File: config.mk
export PLATFORM = sky130hd
export DESIGN_NAME = mul_cond_seq_flat
export DESIGN_NICKNAME = d
export VERILOG_FILES = /design/src/rtl/mul_cond_seq_pkg.sv /design/src/rtl/mul_cond_seq_if.sv /design/src/rtl/mul_cond_seq_cond_eval.sv /design/src/rtl/mul_cond_seq.sv /design/src/flat_wrapper.sv
export SDC_FILE = /design/constraint.sdc
export NUM_CORES = 1
export LEC_CHECK = 0
export ABC_AREA = 0
export CELL_PAD_IN_SITES_DETAIL_PLACEMENT = 1
export CELL_PAD_IN_SITES_GLOBAL_PLACEMENT = 2
export CORE_UTILIZATION = 29
export CTS_CLUSTER_DIAMETER = 120
export CTS_CLUSTER_SIZE = 12
export DETAILED_ROUTE_END_ITERATION = 8
export PLACE_DENSITY = 0.85
export SLEW_MARGIN = 20
export SYNTH_ARGS = -nofsm -noshare
export SYNTH_HDL_FRONTEND = slang
export SYNTH_SLANG_ARGS = --single-unit
File: constraint.sdc
create_clock -name clk -period 3.5 [get_ports clk]
set_input_delay 0.525 -clock clk [delete_from_list [all_inputs] [get_ports clk]]
set_output_delay 0.525 -clock clk [all_outputs]
set_load 0.02 [all_outputs]
File: src/rtl/mul_cond_seq_pkg.sv
// Shared definitions for the execute-stage sequencer and the condition evaluator:
// ARM condition codes, NZCV bit positions and the sequencer state encoding.
package mul_cond_seq_pkg;

  localparam logic [3:0] COND_EQ = 4'h0;
  localparam logic [3:0] COND_NE = 4'h1;
  localparam logic [3:0] COND_CS = 4'h2;
  localparam logic [3:0] COND_CC = 4'h3;
  localparam logic [3:0] COND_MI = 4'h4;
  localparam logic [3:0] COND_PL = 4'h5;
  localparam logic [3:0] COND_VS = 4'h6;
  localparam logic [3:0] COND_VC = 4'h7;
  localparam logic [3:0] COND_HI = 4'h8;
  localparam logic [3:0] COND_LS = 4'h9;
  localparam logic [3:0] COND_GE = 4'hA;
  localparam logic [3:0] COND_LT = 4'hB;
  localparam logic [3:0] COND_GT = 4'hC;
  localparam logic [3:0] COND_LE = 4'hD;
  localparam logic [3:0] COND_AL = 4'hE;
  localparam logic [3:0] COND_NV = 4'hF;

  localparam int FLAG_N = 3;
  localparam int FLAG_Z = 2;
  localparam int FLAG_C = 1;
  localparam int FLAG_V = 0;

  typedef enum logic [1:0] {
    ST_IDLE     = 2'd0,
    ST_MUL_WAIT = 2'd1,
    ST_WB_LO    = 2'd2,
    ST_WB_HI    = 2'd3
  } seq_state_t;

endpackage

File: src/rtl/mul_cond_seq_if.sv
// Decoder-to-sequencer bundle: decoded controls and ALU flags in, gated write
// enables, multiplier launch and status back out.
interface mul_cond_seq_if;

  logic       issue;
  logic [3:0] cond;
  logic [3:0] alu_flags;
  logic [1:0] flag_w;
  logic       pcs;
  logic       reg_w;
  logic       mem_w;
  logic       is_mul;
  logic       long_mul;

  logic       mul_start;
  logic       pc_write;
  logic       reg_write;
  logic       mem_write;
  logic       wb_hi;
  logic       busy;
  logic [3:0] flags;

  modport master (
    output issue, cond, alu_flags, flag_w, pcs, reg_w, mem_w, is_mul, long_mul,
    input  mul_start, pc_write, reg_write, mem_write, wb_hi, busy, flags
  );

  modport slave (
    input  issue, cond, alu_flags, flag_w, pcs, reg_w, mem_w, is_mul, long_mul,
    output mul_start, pc_write, reg_write, mem_write, wb_hi, busy, flags
  );

endinterface

File: src/rtl/mul_cond_seq_cond_eval.sv
// ARM condition-field evaluator: purely combinational, shared with the branch unit.
module cond_eval
  import mul_cond_seq_pkg::*;
(
  input  logic [3:0] cond,
  input  logic [3:0] flags,
  output logic       cond_ex
);

  logic n, z, c, v;

  assign n = flags[FLAG_N];
  assign z = flags[FLAG_Z];
  assign c = flags[FLAG_C];
  assign v = flags[FLAG_V];

  // Decode the condition field against the current NZCV register.
  always_comb begin
    cond_ex = 1'b0;
    case (cond)
      COND_EQ: cond_ex = z;
      COND_NE: cond_ex = ~z;
      COND_CS: cond_ex = c;
      COND_CC: cond_ex = ~c;
      COND_MI: cond_ex = n;
      COND_PL: cond_ex = ~n;
      COND_VS: cond_ex = v;
      COND_VC: cond_ex = ~v;
      COND_HI: cond_ex = c & ~z;
      COND_LS: cond_ex = ~c | z;
      COND_GE: cond_ex = (n == v);
      COND_LT: cond_ex = (n != v);
      COND_GT: cond_ex = ~z & (n == v);
      COND_LE: cond_ex = z | (n != v);
      COND_AL: cond_ex = 1'b1;
      COND_NV: cond_ex = 1'b0;
      default: cond_ex = 1'b0;
    endcase
  end

endmodule

File: src/rtl/mul_cond_seq.sv
// Execute-stage sequencer: owns NZCV, gates writes by condition, waits out the
// iterative multiplier and then steps through one or two writeback slots.
module mul_cond_seq
  import mul_cond_seq_pkg::*;
#(
  parameter int MUL_LAT = 4,
  parameter int CNT_W   = 4
) (
  input  logic           clk,
  input  logic           reset,
  mul_cond_seq_if.slave  bus
);

  if (MUL_LAT < 1 || MUL_LAT > 15 || CNT_W != 4) begin : g_param_check
    $error("mul_cond_seq: MUL_LAT must be within 1..15 and CNT_W must be 4");
  end

  localparam logic [CNT_W-1:0] CNT_LOAD = CNT_W'(MUL_LAT - 1);

  seq_state_t       state;
  seq_state_t       state_nxt;
  logic [CNT_W-1:0] cnt;
  logic [3:0]       flags_q;
  logic             cap_long;
  logic [1:0]       cap_fw;
  logic             busy_q;

  logic             cond_ex;
  logic             capture;
  logic             upd_nz;
  logic             upd_cv;
  logic             mul_start_c;
  logic             pc_write_c;
  logic             reg_write_c;
  logic             mem_write_c;
  logic             wb_hi_c;

  cond_eval u_cond_eval (
    .cond    (bus.cond),
    .flags   (flags_q),
    .cond_ex (cond_ex)
  );

  // Next-state, gated write enables and flag-update strobes for the current state.
  always_comb begin
    state_nxt   = state;
    capture     = 1'b0;
    upd_nz      = 1'b0;
    upd_cv      = 1'b0;
    mul_start_c = 1'b0;
    pc_write_c  = 1'b0;
    reg_write_c = 1'b0;
    mem_write_c = 1'b0;
    wb_hi_c     = 1'b0;
    case (state)
      ST_IDLE: begin
        if (bus.issue) begin
          if (!bus.is_mul) begin
            pc_write_c  = bus.pcs & cond_ex;
            reg_write_c = bus.reg_w & cond_ex;
            mem_write_c = bus.mem_w & cond_ex;
            upd_nz      = cond_ex & bus.flag_w[1];
            upd_cv      = cond_ex & bus.flag_w[0];
          end else if (cond_ex) begin
            mul_start_c = 1'b1;
            capture     = 1'b1;
            state_nxt   = ST_MUL_WAIT;
          end
        end
      end
      ST_MUL_WAIT: begin
        if (cnt == '0) begin
          state_nxt = ST_WB_LO;
        end
      end
      ST_WB_LO: begin
        reg_write_c = 1'b1;
        if (cap_long) begin
          state_nxt = ST_WB_HI;
        end else begin
          state_nxt = ST_IDLE;
          upd_nz    = cap_fw[1];
          upd_cv    = cap_fw[0];
        end
      end
      ST_WB_HI: begin
        reg_write_c = 1'b1;
        wb_hi_c     = 1'b1;
        state_nxt   = ST_IDLE;
        upd_nz      = cap_fw[1];
        upd_cv      = cap_fw[0];
      end
      default: state_nxt = ST_IDLE;
    endcase
    if (reset) begin
      mul_start_c = 1'b0;
      pc_write_c  = 1'b0;
      reg_write_c = 1'b0;
      mem_write_c = 1'b0;
      wb_hi_c     = 1'b0;
    end
  end

  // State, wait counter, captured multiply controls, busy and the NZCV register.
  always_ff @(posedge clk) begin
    if (reset) begin
      state    <= ST_IDLE;
      cnt      <= '0;
      flags_q  <= 4'b0000;
      cap_long <= 1'b0;
      cap_fw   <= 2'b00;
      busy_q   <= 1'b0;
    end else begin
      state  <= state_nxt;
      busy_q <= (state_nxt != ST_IDLE);
      if (capture) begin
        cap_long <= bus.long_mul;
        cap_fw   <= bus.flag_w;
        cnt      <= CNT_LOAD;
      end else if (state == ST_MUL_WAIT && cnt != '0) begin
        cnt <= cnt - 1'b1;
      end
      if (upd_nz) begin
        flags_q[FLAG_N] <= bus.alu_flags[FLAG_N];
        flags_q[FLAG_Z] <= bus.alu_flags[FLAG_Z];
      end
      if (upd_cv) begin
        flags_q[FLAG_C] <= bus.alu_flags[FLAG_C];
        flags_q[FLAG_V] <= bus.alu_flags[FLAG_V];
      end
    end
  end

  assign bus.mul_start = mul_start_c;
  assign bus.pc_write  = pc_write_c;
  assign bus.reg_write = reg_write_c;
  assign bus.mem_write = mem_write_c;
  assign bus.wb_hi     = wb_hi_c;
  assign bus.busy      = busy_q;
  assign bus.flags     = flags_q;

endmodule

File: src/flat_wrapper.sv
// flat-port wrapper written by rule: the top's interface ports become plain ports
module mul_cond_seq_flat import mul_cond_seq_pkg::*;
#(
  parameter int MUL_LAT = 4,
  parameter int CNT_W   = 4
)
  (clk, reset, bus_issue, bus_cond, bus_alu_flags, bus_flag_w, bus_pcs, bus_reg_w, bus_mem_w, bus_is_mul, bus_long_mul, bus_mul_start, bus_pc_write, bus_reg_write, bus_mem_write, bus_wb_hi, bus_busy, bus_flags);
  mul_cond_seq_if bus_i ();
  input  logic clk;
  input  logic reset;
  input wire logic [$bits(bus_i.issue)-1:0] bus_issue;
  input wire logic [$bits(bus_i.cond)-1:0] bus_cond;
  input wire logic [$bits(bus_i.alu_flags)-1:0] bus_alu_flags;
  input wire logic [$bits(bus_i.flag_w)-1:0] bus_flag_w;
  input wire logic [$bits(bus_i.pcs)-1:0] bus_pcs;
  input wire logic [$bits(bus_i.reg_w)-1:0] bus_reg_w;
  input wire logic [$bits(bus_i.mem_w)-1:0] bus_mem_w;
  input wire logic [$bits(bus_i.is_mul)-1:0] bus_is_mul;
  input wire logic [$bits(bus_i.long_mul)-1:0] bus_long_mul;
  output wire logic [$bits(bus_i.mul_start)-1:0] bus_mul_start;
  output wire logic [$bits(bus_i.pc_write)-1:0] bus_pc_write;
  output wire logic [$bits(bus_i.reg_write)-1:0] bus_reg_write;
  output wire logic [$bits(bus_i.mem_write)-1:0] bus_mem_write;
  output wire logic [$bits(bus_i.wb_hi)-1:0] bus_wb_hi;
  output wire logic [$bits(bus_i.busy)-1:0] bus_busy;
  output wire logic [$bits(bus_i.flags)-1:0] bus_flags;
  assign bus_i.issue = bus_issue;
  assign bus_i.cond = bus_cond;
  assign bus_i.alu_flags = bus_alu_flags;
  assign bus_i.flag_w = bus_flag_w;
  assign bus_i.pcs = bus_pcs;
  assign bus_i.reg_w = bus_reg_w;
  assign bus_i.mem_w = bus_mem_w;
  assign bus_i.is_mul = bus_is_mul;
  assign bus_i.long_mul = bus_long_mul;
  assign bus_mul_start = bus_i.mul_start;
  assign bus_pc_write = bus_i.pc_write;
  assign bus_reg_write = bus_i.reg_write;
  assign bus_mem_write = bus_i.mem_write;
  assign bus_wb_hi = bus_i.wb_hi;
  assign bus_busy = bus_i.busy;
  assign bus_flags = bus_i.flags;
  mul_cond_seq #(.MUL_LAT(MUL_LAT), .CNT_W(CNT_W)) u_core (.clk(clk), .reset(reset), .bus(bus_i));
endmodule
==> results of run 1 <==
worst max-delay path, stage by stage:
cell and delay [ns]:
clkdlybuf4s50_1 0.50, mux2i_1 0.26, xor2_1 0.12, o32a_4 0.37
a21oi_4 0.24, nand2_2 0.10, nor4b_2 0.23, dlygate4sd2_1 0.36
synthesized netlist by cell type (2+ instances only):
| cell | number |
|---|---|
| dfxtp_1 | 14 |
| a21oi_1 | 9 |
| nand2b_1 | 9 |
| inv_1 | 8 |
| mux2i_1 | 5 |
| nor2b_1 | 5 |
| o21ai_0 | 5 |
| nand2_1 | 4 |
| nand4_1 | 4 |
| xnor2_1 | 4 |
| a31oi_1 | 3 |
| nand3_1 | 3 |
| nor2_1 | 3 |
| o31ai_1 | 3 |
| a21o_2 | 2 |
| a32oi_1 | 2 |
| buf_4 | 2 |
| nor3b_1 | 2 |
| nor4b_2 | 2 |
| xor2_1 | 2 |
through the flow:
step | area (µm²) | setup slack [ns] | cells | hold WS, ns | util, %
2_1_floorplan | 951 | 0.878 | 109 | 0.448 | -
3_3_place_gp | 1290 | 0.0709 | 181 | 0.460 | 41.8
3_5_place_dp | 1290 | -0.0511 | 181 | 0.471 | 41.8
4_1_cts | 1320 | 0.0667 | 185 | 0.482 | 42.9
5_1_grt | 1330 | 0.101 | 185 | 0.504 | 43.0
6_report | 1330 | 0.252 | 185 | 0.477 | 43.0
registers in the layout (all words and copies together), names as in the netlist:
name and flops:
u_core.cap_long 1, u_core.bus.busy 1, u_core.cap_fw 2, u_core.bus.flags 4
u_core.state 2, u_core.cnt 4
power by group through the flow:
stage	clock network [µW]	registers [µW]	logic [µW]
after floorplan	0	174	58.8
after CTS	122	170	101
after global routing	127	171	109
after global placement	0	173	98.1
final	118	170	99.8
after detailed placement	0	174	101
cell usage in the layout (no fill, tap or decap), drive strengths merged, types with 3 or more instances in the layout:
cell	synthesis	layout
o21ai	5	5
a31oi	3	3
clkdlybuf4s50	0	23
inv	8	8
nand2b	9	9
dfxtp	14	14
o31ai	3	3
mux2i	5	5
nor3b	3	3
buf	4	6
nand3	4	4
a21oi	10	10
clkbuf	1	4
nor2b	5	5
xnor2	4	4
nor2	3	3
nand4	4	4
nand2	5	5
path summary, 6_finish.rpt:
kind,startpoint,to,slack (ns)
worst max-delay path,bus_cond[1],bus_mem_write,0.25
worst min-delay path,u_core.cap_fw[0],u_core.cap_fw[0],0.48
worst max register to register,u_core.cnt[0],u_core.cnt[3],1.53
worst min register to register,u_core.cap_fw[0],u_core.cap_fw[0],0.48
cell type report:
class                      instances  area [µm²]
clock buffer                       4        36.3
fill                             371        1750
inverter                           8        30.0
multi-input combinational         82         606
sequential                        14         280
tap                               44        55.1
timing repair buffer              33         318
kinds of logic after synthesis:
family / count (synthesis) / share of synthesized area (%)
AND/OR/NAND/NOR: 41 / 29.3
AO/OA/AOI/OAI: 29 / 22.2
flip-flops: 14 / 29.5
buffers and inverters: 13 / 6.84
XOR/XNOR: 6 / 5.53
multiplexers: 5 / 5.26
adder cells (fa/ha/maj): 1 / 1.32
per-layer routing:
metal / up-vias / GRT usage, % / share of wire (%)
met4: 0 / 10.2 / 2.9
met3: 5 / 1.31 / 2.4
met1: 424 / 18.8 / 47
li1: 462 / - / -
met5: - / 0 / 0
met2: 18 / 25.8 / 47
==> results.md, run 1 <==
- Status: finished, final reports clean
- Total GRT Usage: about 15%
- Syn Inst Count: between 100 and 150
- Dpl hpwl: about 1.9 mm
- Max-slew violation count: 0
- Global-route wire length before repair: 4.00 mm
- Final critical-path required period: approximately 3.2 ns
- Routability cong.: about 0.71
- CTS buffer count: 3
- Leak: between 0.0005 and 0.0006 µW
- Die H: 59.3 µm
- H-tree depth: 1
- Area delta synth->final: 39.3%
- Area fraction of the dominant cell type after synthesis: between 20% and 30%
- Post-synth top area cell: dfxtp_1
- Yosys warns: 0
- DRC Markers: 0
- Worst-Margin Slew: between 0.5 and 0.6 ns
- Antenna Cells: 0
- Routed len/inst: 12.8 µm
- Core footprint: approximately 0.0031 mm²
- Post-DRT Antenna Nets: 0
- Avg Inst Size Synth: 8.72 µm²
- Initial DRC Count: 18
- Total Wirelength: approximately 2.4 mm
- CP Max Fanout: 6
- Area of the die: ~0.0035 mm²
- Clk sinks: 14
- Total Neg Setup Slack: 0 ns
- Fraction of layout cells with a size suffix above 1: between 10 and 15%
- Worst r2r path cells: 8
- Die X: 59.3 µm
- Vias in the first global route: slightly above 900
- Critical path class: in2out
- Clock Tree Buf Depth: 2
- Max_cap viols: 0
- Initial antenna violation count: 0
- Int Power: 280 µW
- Yosys cell types: 38
- Arrival @ worst endpoint: ~2.7 ns
- Via count: 909
- Top post-synthesis cells by area: dfxtp_1 29%, nand2b_1 5.9%, mux2i_1 5.3%
- Fmax: ~310 MHz
- Seq/Total Area, Yosys: between 20% and 30%
- Later-pin clock latency in the skew report: 0.28 ns
- Synth Net Count: about 130
- Slew headroom: a little over 60%
- Worst Skew: 0.00194 ns
- First-pass detailed-route iteration total: 4
- # resized after CTS: 2
- Synthesis-stage register bit count: 14
- Min-delay worst type: reg2reg
- Logic pwr share: 25.8%
- Vias per inst: between 4 and 5
- Root Buffer: clkbuf_4
- RSZ-0062 raised after global routing: false
- Sw frac: around 28%
- Ys flop type: dfxtp_1
- Tcrit/Tclk final: 92.8%
- Design Power: about 390 µW
- Largest net degree at the start of global routing: 19
- Worst vdd ir: ~0.00015 V
- Sequential Power Share: a little over two fifths
- TritonCTS clock tree: done
- Postcts setup bufs: 0
- Required time worst endpoint: 2.97 ns
- Nets: roughly 160
- Net load switching power: roughly 110 µW
- Hold path cells: 2
- CP startpoint kind: input port
- Number of I/O port buffers: 27
- Crit path capture type: output port
- Total global routing overflow: 0
- Async SR Flop Fraction: 0%
- Number of flops mapped to enable cells by yosys: 0
- Site Rows: 20
- Starting density of the core: between 30 and 40%
- Hold_buf cts: 0
- Hold Fails Final Rpt: 0
- I/O Pins: 28
- Worst-path clk slew: ~0.080 ns
- Power density cells: 292 mW/mm²
- Synth Cell Area: 951 µm²
- Clock network fraction of design power: 30.4%
- Setup-failing EPs final: 0
No activity file was read; power rests on OpenSTA's default activity.
==> run 2: changes to the inputs <==
GPL_TIMING_DRIVEN = 0   (was default)
RECOVER_POWER = 25   (was default)
==> run 2 against run 1 <==
Cell count fell by 1.6%. Via count down 1.8%. Clock skew rose by 0.0011 ns. Maximum frequency shrank 2.7%. Count of clock-buffer cells in the layout did not move. Sequential share of layout area is 0.47 points higher. Power down 0.59%. Critical path type unchanged. Largest cell class unchanged.
==> results.md, run 2 (synthesis gave the netlist of run 1 again) <==
- Status: finished, final reports clean
- Min-delay worst type: reg2reg
- Root Buffer: clkbuf_4
- Tcrit/Tclk final: 95.4% (+2.6 points)
- Worst-Margin Slew: 0.448 ns (-0.131 ns)
- Site Rows: 20 (unchanged)
- Worst-path clk slew: 0.08 ns (about the same)
- Die X: 59.3 µm (unchanged)
- Hold path cells: 2 (unchanged)
- CP max stage delay: 0.61 ns (+0.11 ns)
- Post-Place Setup Slack: 0.0434 ns (+0.0945 ns)
- Routability cong.: 0.709 (-0.46%)
- Worst vdd ir: 0.000166 V (+8.4%)
- Crit-path cells: clkdlybuf4s50_1, inv_1, o32a_4, a21oi_4, nand3_2, nor2_1, clkdlybuf4s50_1
- Hold_ws: 0.492 ns (+0.0145 ns)
- Most frequent cells in the layout: 17 x clkdlybuf4s50_1, 14 x dfxtp_1, 9 x a21oi_1, 9 x nand2b_1, 8 x inv_1
- Power density cells: 297 mW/mm² (+1.6%)
- Initial DRC Count: 38 (+20)
- Nets: 158 (-1.9%)
- WHS Endpoint: u_core.cap_fw[0]
- Area of the die: 0.00351 mm² (unchanged)
- Total Wirelength: 2.40 mm (+1.3%)
- CP startpoint kind: input port
- Later-pin clock latency in the skew report: 0.28 ns (about the same)
- Global-route wire length before repair: 4.02 mm (+0.50%)
- Final critical-path required period: 3.34 ns (+0.0917 ns)
- Fraction of layout cells with a size suffix above 1: 14.5% (-0.40 points)
- Critical path class: in2out
- CTS buffer count: 3 (unchanged)
- R2R Setup Slk: 1.49 ns (-0.04 ns)
- Vias per inst: 4.91 (-0.14%)
- Die H: 59.3 µm (unchanged)
- TritonCTS clock tree: done
- Critical R2R Launch: u_core.cnt[0]
- Dpl hpwl: 1.91 mm (-0.45%)
- Hold Fails Final Rpt: 0 (unchanged)
- Arrival @ worst endpoint: 2.81 ns (+0.09 ns)
- RSZ-0062 raised after global routing: false
- Required time worst endpoint: 2.97 ns (about the same)
- Area delta synth->final: 36.3%
- Via count: 893 (-1.8%)
- Antenna Cells: 0 (unchanged)
- First-pass detailed-route iteration total: 4 (unchanged)
- I/O Pins: 28 (unchanged)
- Fin cells: 182 (-1.6%)
- Routed len/inst: 13.2 µm (+3.0%)
- Total global routing overflow: 0 (unchanged)
- Leak: 0.000510 µW (-1.8%)
- Total Neg Setup Slack: 0 ns (unchanged)
- Largest net degree at the start of global routing: 11 (-8)
- Setup-failing EPs final: 0 (unchanged)
- Critical path's slowest cell: clkdlybuf4s50_1
- Inst Count DP: 177 (-2.2%)
- Number of I/O port buffers: 24 (-11%)
- Max_cap viols: 0 (unchanged)
- Slew headroom: 70.1% (+8.8 points)
- Total GRT Usage: 15.6% (+0.19 points)
- Hold wc startpoint: u_core.cap_fw[0]
- Post-DRT Antenna Nets: 0 (unchanged)
- Most used cell, CP: clkdlybuf4s50_1
- Final setup margin: 0.161 ns (-0.0917 ns)
- Most common cell after layout, fill and taps aside: clkdlybuf4s50_1
- Fmax: 299 MHz (-2.7%)
- Worst r2r path cells: 8 (unchanged)
- Fin util: 42.1% (-0.93 points)
- Max-slew violation count: 0 (unchanged)
- Worst Skew: 0.00305 ns (+0.00112 ns)
- CP Max Fanout: 7 (+1)
- DRC Markers: 0 (unchanged)
- Initial antenna violation count: 0 (unchanged)
- H-tree depth: 1 (unchanged)
- Crit path capture type: output port
- Starting density of the core: 30.9% (unchanged)
- R2R Path End: u_core.cnt[3]
- Core footprint: 0.00308 mm² (unchanged)
- Clock Tree Buf Depth: 2 (unchanged)
- Clk sinks: 14 (unchanged)
- Vias in the first global route: 887 (-3.6%)
run 2: area by class of cell:
class | instances | area (µm²)
multi-input cells | 82 | 611
fillers | 382 | 1780
repair buffers | 25 | 253
inverters | 8 | 30.0
clock buffers | 4 | 36.3
plain buffers | 5 | 31.3
well taps | 44 | 55.1
flip-flops and latches | 14 | 280
run 2: per-layer routing:
metal	up-vias	routed length, µm	track usage (%)	part of all wire [%]
li1	454	-	-	-
met1	418	1160	19.5	48
met2	17	1130	26.5	47
met3	4	61	0.873	2.5
met4	0	52	9.18	2.2
met5	-	0	0	0
run 2: where the power goes:
part | internal, µW | total, µW | switching (µW)
registers | 165 | 170 | 4.52
clock network | 63.3 | 118 | 54.9
logic | 47.8 | 96.8 | 49.0
run 2: worst max path at each step:
stage,slack [ns],cells after the start,startpoint,to
global route,0.004,7,bus_cond[2],bus_mul_start
floorplan,0.88,7,bus_cond[1],bus_mem_write
finish,0.16,7,bus_cond[2],bus_mul_start
detailed placement,0.04,7,bus_cond[2],bus_mem_write
global placement,0.08,7,bus_cond[2],bus_mul_start
CTS,0.03,7,bus_cond[2],bus_mem_write
run 2: critical path, delay by kind of cell:
family	cells	cell delay, ns
buffers and inverters	3	1.29
AO/OA/AOI/OAI	2	0.70
AND/OR/NAND/NOR	2	0.30
run 2: timing repair:
| action | CTS | global route |
|---|---|---|
| gates resized for setup | 0 | 3 |
| endpoints found under the hold margin | 0 | 0 |
| endpoints found under the setup margin | 0 | 3 |
| hold buffers | 0 | 0 |
| buffers inserted | 0 | 1 |
run 2: stage by stage:
stage	power [µW]	area [µm²]
after floorplan	233	951
after global placement	266	1250
after detailed placement	270	1250
after CTS	387	1280
after global routing	403	1300
final	385	1300
